$ cat src/rtl/uart0_pkg.sv
// Shared UART0 definitions: transmit FSM encoding, frame width and line levels.
package uart0_pkg;

    localparam int UART0_DATA_BITS = 8;

    localparam logic LINE_IDLE  = 1'b1;
    localparam logic LINE_START = 1'b0;
    localparam logic LINE_STOP  = 1'b1;

    typedef enum logic [2:0] {
        ST_IDLE   = 3'd0,
        ST_START  = 3'd1,
        ST_DATA   = 3'd2,
        ST_PARITY = 3'd3,
        ST_STOP1  = 3'd4,
        ST_STOP2  = 3'd5
    } tx_state_e;

endpackage

$ cat src/rtl/uart0_tx_shifter.sv
// Data-bit shift register for the UART0 transmitter: LSB-first, one shift per data bit.
module uart0_tx_shifter
    import uart0_pkg::*;
(
    input  logic                       clk,
    input  logic                       rst_n,
    input  logic                       load,
    input  logic [UART0_DATA_BITS-1:0] load_data,
    input  logic                       shift,
    output logic                       bit_out,
    output logic                       next_bit,
    output logic                       last
);

    logic [UART0_DATA_BITS-1:0] sr;
    logic [2:0]                 idx;

    always_ff @(posedge clk or negedge rst_n) begin
        if (!rst_n) begin
            sr  <= '0;
            idx <= '0;
        end else if (load) begin
            sr  <= load_data;
            idx <= '0;
        end else if (shift) begin
            sr  <= {1'b0, sr[UART0_DATA_BITS-1:1]};
            idx <= idx + 3'd1;
        end
    end

    // next_bit lets the registered txd pick up the following bit on the same tick.
    assign bit_out  = sr[0];
    assign next_bit = sr[1];
    assign last     = (idx == 3'(UART0_DATA_BITS - 1));

endmodule

$ cat src/rtl/uart0_tx_ctrl.sv
// UART0 transmit controller: byte handshake, baud generator enable and frame serialiser.
module uart0_tx_ctrl
    import uart0_pkg::*;
#(
    parameter int DATA_BITS = UART0_DATA_BITS
) (
    input  logic                 clk,
    input  logic                 rst_n,
    input  logic                 tx_valid,
    input  logic [DATA_BITS-1:0] tx_data,
    output logic                 tx_ready,
    input  logic                 cfg_parity_en,
    input  logic                 cfg_parity_odd,
    input  logic                 cfg_stop2,
    input  logic                 cfg_break,
    input  logic                 baud_tick,
    output logic                 baud_en,
    output logic                 txd,
    output logic                 busy,
    output logic                 tx_done
);

    // Handshake: a byte moves when tx_valid and tx_ready are both high at a rising
    // clk edge; tx_ready depends only on state and cfg_break, never on tx_valid.
    tx_state_e state;
    logic      parity_en_q;
    logic      stop2_q;
    logic      parity_q;
    logic      accept;
    logic      shift;
    logic      bit_out;
    logic      next_bit;
    logic      last;

    assign tx_ready = (state == ST_IDLE) && !cfg_break;
    assign busy     = (state != ST_IDLE);
    assign accept   = tx_valid && tx_ready;
    assign shift    = (state == ST_DATA) && baud_tick && !last;

    uart0_tx_shifter u_shifter (
        .clk      (clk),
        .rst_n    (rst_n),
        .load     (accept),
        .load_data(tx_data),
        .shift    (shift),
        .bit_out  (bit_out),
        .next_bit (next_bit),
        .last     (last)
    );

    always_ff @(posedge clk or negedge rst_n) begin
        if (!rst_n) begin
            state       <= ST_IDLE;
            txd         <= LINE_IDLE;
            baud_en     <= 1'b0;
            tx_done     <= 1'b0;
            parity_en_q <= 1'b0;
            stop2_q     <= 1'b0;
            parity_q    <= 1'b0;
        end else begin
            tx_done <= 1'b0;
            case (state)
                ST_IDLE: begin
                    baud_en <= 1'b0;
                    txd     <= cfg_break ? LINE_START : LINE_IDLE;
                    if (accept) begin
                        state       <= ST_START;
                        txd         <= LINE_START;
                        baud_en     <= 1'b1;
                        parity_en_q <= cfg_parity_en;
                        stop2_q     <= cfg_stop2;
                        parity_q    <= (^tx_data) ^ cfg_parity_odd;
                    end
                end
                ST_START: begin
                    if (baud_tick) begin
                        state <= ST_DATA;
                        txd   <= bit_out;
                    end
                end
                ST_DATA: begin
                    if (baud_tick) begin
                        if (!last) begin
                            txd <= next_bit;
                        end else if (parity_en_q) begin
                            state <= ST_PARITY;
                            txd   <= parity_q;
                        end else begin
                            state <= ST_STOP1;
                            txd   <= LINE_STOP;
                        end
                    end
                end
                ST_PARITY: begin
                    if (baud_tick) begin
                        state <= ST_STOP1;
                        txd   <= LINE_STOP;
                    end
                end
                ST_STOP1, ST_STOP2: begin
                    if (baud_tick) begin
                        if (state == ST_STOP1 && stop2_q) begin
                            state <= ST_STOP2;
                            txd   <= LINE_STOP;
                        end else begin
                            // Dropping baud_en here guarantees at least one idle cycle.
                            state   <= ST_IDLE;
                            txd     <= LINE_IDLE;
                            baud_en <= 1'b0;
                            tx_done <= 1'b1;
                        end
                    end
                end
                default: begin
                    state   <= ST_IDLE;
                    txd     <= LINE_IDLE;
                    baud_en <= 1'b0;
                end
            endcase
        end
    end

endmodule

$ cat config.mk
export PLATFORM = sky130hd
export DESIGN_NAME = uart0_tx_ctrl
export DESIGN_NICKNAME = d
export VERILOG_FILES = /design/src/rtl/uart0_pkg.sv /design/src/rtl/uart0_tx_shifter.sv /design/src/rtl/uart0_tx_ctrl.sv
export SDC_FILE = /design/constraint.sdc
export NUM_CORES = 1
export LEC_CHECK = 0
export ABC_CLOCK_PERIOD_IN_PS = 2000
export CAP_MARGIN = 0
export CORE_MARGIN = 2
export CORE_UTILIZATION = 46
export CTS_BUF_LIST = sky130_fd_sc_hd__clkbuf_16
export DETAILED_ROUTE_END_ITERATION = 16
export GPL_ROUTABILITY_DRIVEN = 0
export PLACE_DENSITY = 0.8
export SYNTH_ARGS = -nofsm -noshare
export SYNTH_HDL_FRONTEND = slang
export SYNTH_HIERARCHICAL = 1
export SYNTH_SLANG_ARGS = --single-unit
$ cat constraint.sdc
create_clock -name clk -period 2 [get_ports clk]
set_clock_uncertainty 0.15 [all_clocks]
set_input_delay 0.3 -clock clk [delete_from_list [all_inputs] [get_ports clk]]
set_output_delay 0.3 -clock clk [all_outputs]
set_load 0.01 [all_outputs]
; After elaboration in Yosys (flattened, before gate mapping)
; Index checks and enable logic that the tools add are counted.
; W data, S select, Z words.
[totals]
reg_bits = 20
in_bits = 16
output_inout_bits = 5
elab_cells = 72
[op_classes]
add_sub_neg = 1
eq_ne = 14
muxes = 28
n_bitwise = 2
reduce_logical = 18
[op_table]
columns = cell, n
row1 = $mux W3, 10
row2 = $mux W8, 2
row3 = $pmux W3 S5, 1
row4 = $ne A2 B2 Y1 const B, 7
row5 = $mux W1, 13
row6 = $eq A3 B3 Y1 const B, 3
row7 = $reduce_xor A8 Y1, 1
row8 = $eq A3 B2 Y1 const B, 2
row9 = $reduce_and A3 Y1, 2
row10 = $reduce_and A6 Y1, 1
row11 = $reduce_or A3 Y1, 2
row12 = $logic_and A1 B1 Y1, 5
row13 = $pmux W1 S4, 1
row14 = $add A3 B1 Y3 const B, 1
row15 = $eq A3 B1 Y1 const B, 1
row16 = $logic_not A3 Y1, 1
row17 = $pmux W1 S3, 1
row18 = $reduce_bool A3 Y1, 1
row19 = $logic_not A1 Y1, 2
row20 = $ne A2 B1 Y1 const B, 1
row21 = $reduce_and A2 Y1, 1
row22 = $reduce_bool A2 Y1, 1
row23 = $reduce_or A2 Y1, 1
row24 = $not A1 Y1, 1
row25 = $xor A1 B1 Y1, 1

; Logic depth before layout (Yosys ltp)
[depth]
word_depth = 5
depth_mapped = 7
ltp_nobuf = 6

; Cells and area by module
; The synthesis kept the hierarchy.
[modules_own_cells]
columns = mod, n_inst, cells_per_inst, area_per_inst_um2, seq_area_each_um2
row1 = uart0_tx_ctrl, 1, 70, 609.3, 226.5
row2 = uart0_tx_shifter, 1, 46, 510.5, 275.3

; Worst setup path before layout
; Ideal clock, no wire load.
[synth_timing]
path_type = register to register
startpoint = reg state[0]
endpoint = reg u_shifter.sr[0]
setup_time_ns = 0.123
t_arrival_ns = 1.610
required_ns = 1.727
setup_slack_ns = 0.117
path_stages_with_launch = 7
n_path_buf = 2
period_less_slack_ns = 1.883
path_cell_list = dfrtp_1 > clkbuf_1 > or2_2 > nor3_1 > buf_6 > mux2i_1 > o21ai_1
[synth_between]
elab_chain_cells = 4
word_cells_on_any_way = 8
cone_classes = eq/ne: 1 / mux: 1 / reduce/logical: 6
[synth_rtl]
columns = element, line
row1 = start: declaration, uart0_tx_ctrl.sv:25  ; tx_state_e state;
row2 = start signal: assignment, uart0_tx_ctrl.sv:53  ; state <= ST_IDLE;
row3 = start signal: assignment, uart0_tx_ctrl.sv:67  ; state <= ST_START;
row4 = start signal: assignment, uart0_tx_ctrl.sv:77  ; state <= ST_DATA;
row5 = $eq A3 B2 Y1, uart0_tx_ctrl.sv:38  ; assign shift = (state == ST_DATA) && baud_tick && !last;
row6 = $logic_and A1 B1 Y1 (2 in series), uart0_tx_ctrl.sv:38
row7 = net shift, uart0_tx_ctrl.sv:30  ; logic shift;
row8 = $reduce_bool A2 Y1 (no line), --
row9 = end signal: assignment, uart0_tx_shifter.sv:23  ; sr <= load_data;
row10 = end signal: assignment, uart0_tx_shifter.sv:26  ; sr <= {1'b0, sr[UART0_DATA_BITS-1:1]};
row11 = end: declaration, uart0_tx_shifter.sv:15  ; logic [UART0_DATA_BITS-1:0] sr;
; The timed path passes the listed nets, and every way through them passes these cells.
; A chain may end at the register's enable or synchronous reset.

; Worst setup path after layout
[layout_timing]
startpoint = reg state[1]
endpoint = out tx_ready
[layout_between]
elab_chain_cells = 2
[layout_rtl]
columns = element, line
row1 = $logic_not A3 Y1, uart0_tx_ctrl.sv:35  ; assign tx_ready = (state == ST_IDLE) && !cfg_break;
row2 = $logic_and A1 B1 Y1, uart0_tx_ctrl.sv:35
row3 = end: declaration, uart0_tx_ctrl.sv:11  ; output logic tx_ready,
; No other way between the ends.

==> impl_metrics.py <==
metrics = {
    "placement": {
        "dpl_cell_area_um2": 1390,
        "dp_cells": 166,
        "io_buffers": 20,
        "pre_cts_slack_ns": -0.105,
        "dp_hpwl_um": 1730,
    },
    "final_layout": {
        "most-common-layout-cells": "dfrtp_1, clkdlybuf4s50_1, nand2_1",
        "design_area_um2": 1470,
        "diodes": 0,
        "num-nets-final": 161,
        "final_cell_count_no_fill": 170,
        "syn_to_final_growth_pct": 31.2,
        "layout_commonest_cell": "dfrtp_1",
        "drive_gt1_share_pct": 12.7,
        "nFillCells": 207,
    },
    "synth": {
        "async_flop_share_pct": 100,
        "synth_top_area_share_pct": 42.5,
        "synth_edf_count": 0,
        "synth_cell_types": 34,
        "synth_ff_type": "dfrtp_1",
        "synth-seq-cells": 20,
        "synthCells": 116,
        "synth.cell_area_um2": 1120,
        "yosys.area.top_type": "dfrtp_1",
        "yosys_warnings": 6,
        "synthTopCellsByArea": "dfrtp_1, mux2i_1, nand2_1, xnor2_1, nor2_1",
        "synth_fp_nets": 134,
        "ys_seq_area_share_pct": 44.8,
        "avgSynthCellArea_um2": 9.65,
    },
    "sta": {
        "fmax_mhz": 531,
        "timing.final.ws_setup_ns": 0.118,
        "fin_crit_sh_pct": 94.1,
        "rsz0062_at_grt": "no",
        "period_minus_slack_ns": 1.88,
        "tightest_slew_ns": 0.374,
        "slew_viol_final": 0,
        "fin_setup_tns_ns": 0,
        "hold_viol": 0,
        "finalSetupViolCount": 0,
        "relSlewSlack_pct": 75.1,
    },
    "global_route": {
        "grt-ovfl-total": 0,
        "antenna_found_initial": 0,
        "grt_first_pass_wirelength_um": 3910,
        "grt_usage_pct": 19.4,
        "grt_max_degree": 21,
        "grt_pass1_vias": 944,
    },
    "power_and_ir_drop": {
        "p_per_area_nw_per_um2": 1370,
        "power_mw": 2.01,
        "p_leak_nw": 0.635,
        "ir_drop_mv": 0.787,
    },
    "setup_path": {
        "endpoint_kind": "output port",
        "critPathArrivalTime_ns": 1.43,
        "crit_required_ns": 1.55,
        "cp_max_fo": 4,
        "critPathKind": "flip-flop to output port",
        "startpoint_type": "flip-flop",
        "ff2ff_path_depth": 5,
        "r2r-end": "u_shifter/sr[5]",
        "r2r_slack_ns": 0.19,
        "startpoint": "state[1]",
        "r2r_start": "state[1]",
    },
    "clock_network": {
        "cts_tree": "done",
        "htree_levels": 1,
        "clockRootBuffer": "clkbuf_16",
        "clockBufferDepth": 2,
        "clkTransAtPathRegs_ns": 0.05,
        "cts_made_buffers": 3,
        "cts_setup_buffers": 0,
        "clk_latency_ns": 0.25,
        "numClockSinks": 20,
    },
    "hold_path": {
        "min_path_type": "input pin to asynchronous set/reset pin",
    },
    "floorplanning": {
        "die_h_um": 53.3,
        "start_util_pct": 49.7,
        "die_area_um2": 2850,
        "fp.dieW_um": 53.3,
        "core_um2": 2250,
        "num_rows": 17,
        "pin_count": 21,
    },
    "routing": {
        "drt-vias-per-instance": 5.35,
        "drt-total-wl_um": 2190,
        "drtAntennaViolNets": 0,
        "drt-initial-drc-count": 18,
        "num_vias": 909,
        "wire_per_inst_um": 12.9,
        "drc": 0,
        "dr.pass1.iters": 4,
    },
    "run_status": {
        "status": "finished, final reports clean",
    },
    "flow_run": {
        "cap_violations": 0,
    },
}
stage by stage:
step / hold WS [ns] / utilization [%]
2_1_floorplan: -0.146 / -
3_3_place_gp: 0.353 / 61.5
3_5_place_dp: 0.354 / 61.5
4_1_cts: 0.250 / 65.1
5_1_grt: 0.274 / 65.1
6_report: 0.235 / 65.1
cell usage after synthesis, types with 2 or more instances:
cell type	count
buf_2	2
clkbuf_1	3
ha_1	2
inv_1	3
nand2b_1	5
o21ai_1	7
or3_1	2
a21oi_1	6
o21ai_0	6
nor3_1	2
nor2_1	11
mux2i_1	9
dfrtp_1	19
nand2_1	14
xnor2_1	6
cell families (layout without fill, tap and decap cells):
group           after synthesis  after routing  synth area share [%]
xor+xnor                      8              8                  7.49
buf+inv                      10             36                  4.58
mux                          10             10                  9.39
flops                        20             20                  44.8
fa+ha+maj                     2              2                  2.23
simple gates                 39             39                  17.4
compound gates               27             27                  14.1
per-layer routing:
| layer | track usage, % | up-vias | routed length (um) |
|---|---|---|---|
| li1 | - | 448 | - |
| met1 | 20.4 | 433 | 905 |
| met2 | 36.4 | 25 | 1130 |
| met3 | 3.67 | 3 | 121 |
| met4 | 8.97 | 0 | 38 |
| met5 | 0 | - | 0 |
cell type report:
cell class	instances	area [um2]	area share [%]
Multi-Input combinational cell	86	577	39.3
Sequential cell	20	502	34.2
Timing Repair Buffer	29	265	18.1
Clock buffer	3	75.1	5.11
Tap cell	28	35.0	2.39
Inverter	3	11.3	0.767
Clock inverter	1	3.75	0.256
worst max-delay path, stage by stage, from the launching register on:
cell           delay (ns)
dfrtp_1              0.38
or3_4                0.42
nor2_1               0.11
dlygate4sd2_1        0.27
report_power, final:
| part | switching (mW) | internal (mW) |
|---|---|---|
| registers | 0.0941 | 0.588 |
| logic | 0.455 | 0.461 |
| clock network | 0.142 | 0.266 |
worst max-delay path by stage:
| stage | end | slack, ns | cells after the start |
|---|---|---|---|
| floorplan | u_shifter/sr[0] | 0.12 | 6 |
| detailed placement | parity_q | -0.11 | 5 |
| finish | tx_ready | 0.12 | 3 |
| global route | u_shifter/sr[3] | 0.06 | 5 |
| CTS | tx_ready | 0.10 | 3 |
| global placement | parity_q | 0.02 | 5 |
registers in the layout, summed over array words and instances, names as in the netlist:
register,flops
baud_en,1
parity_en_q,1
parity_q,1
state,3
stop2_q,1
tx_done,1
txd,1
u_shifter/idx,3
u_shifter/sr,8
repair_timing:
| action | CTS | global route |
|---|---|---|
| hold buffers | 0 | 0 |
| gates resized for setup | 3 | 0 |
| endpoints found under the setup margin | 2 | 0 |
Power figures use the tool's default switching activity.
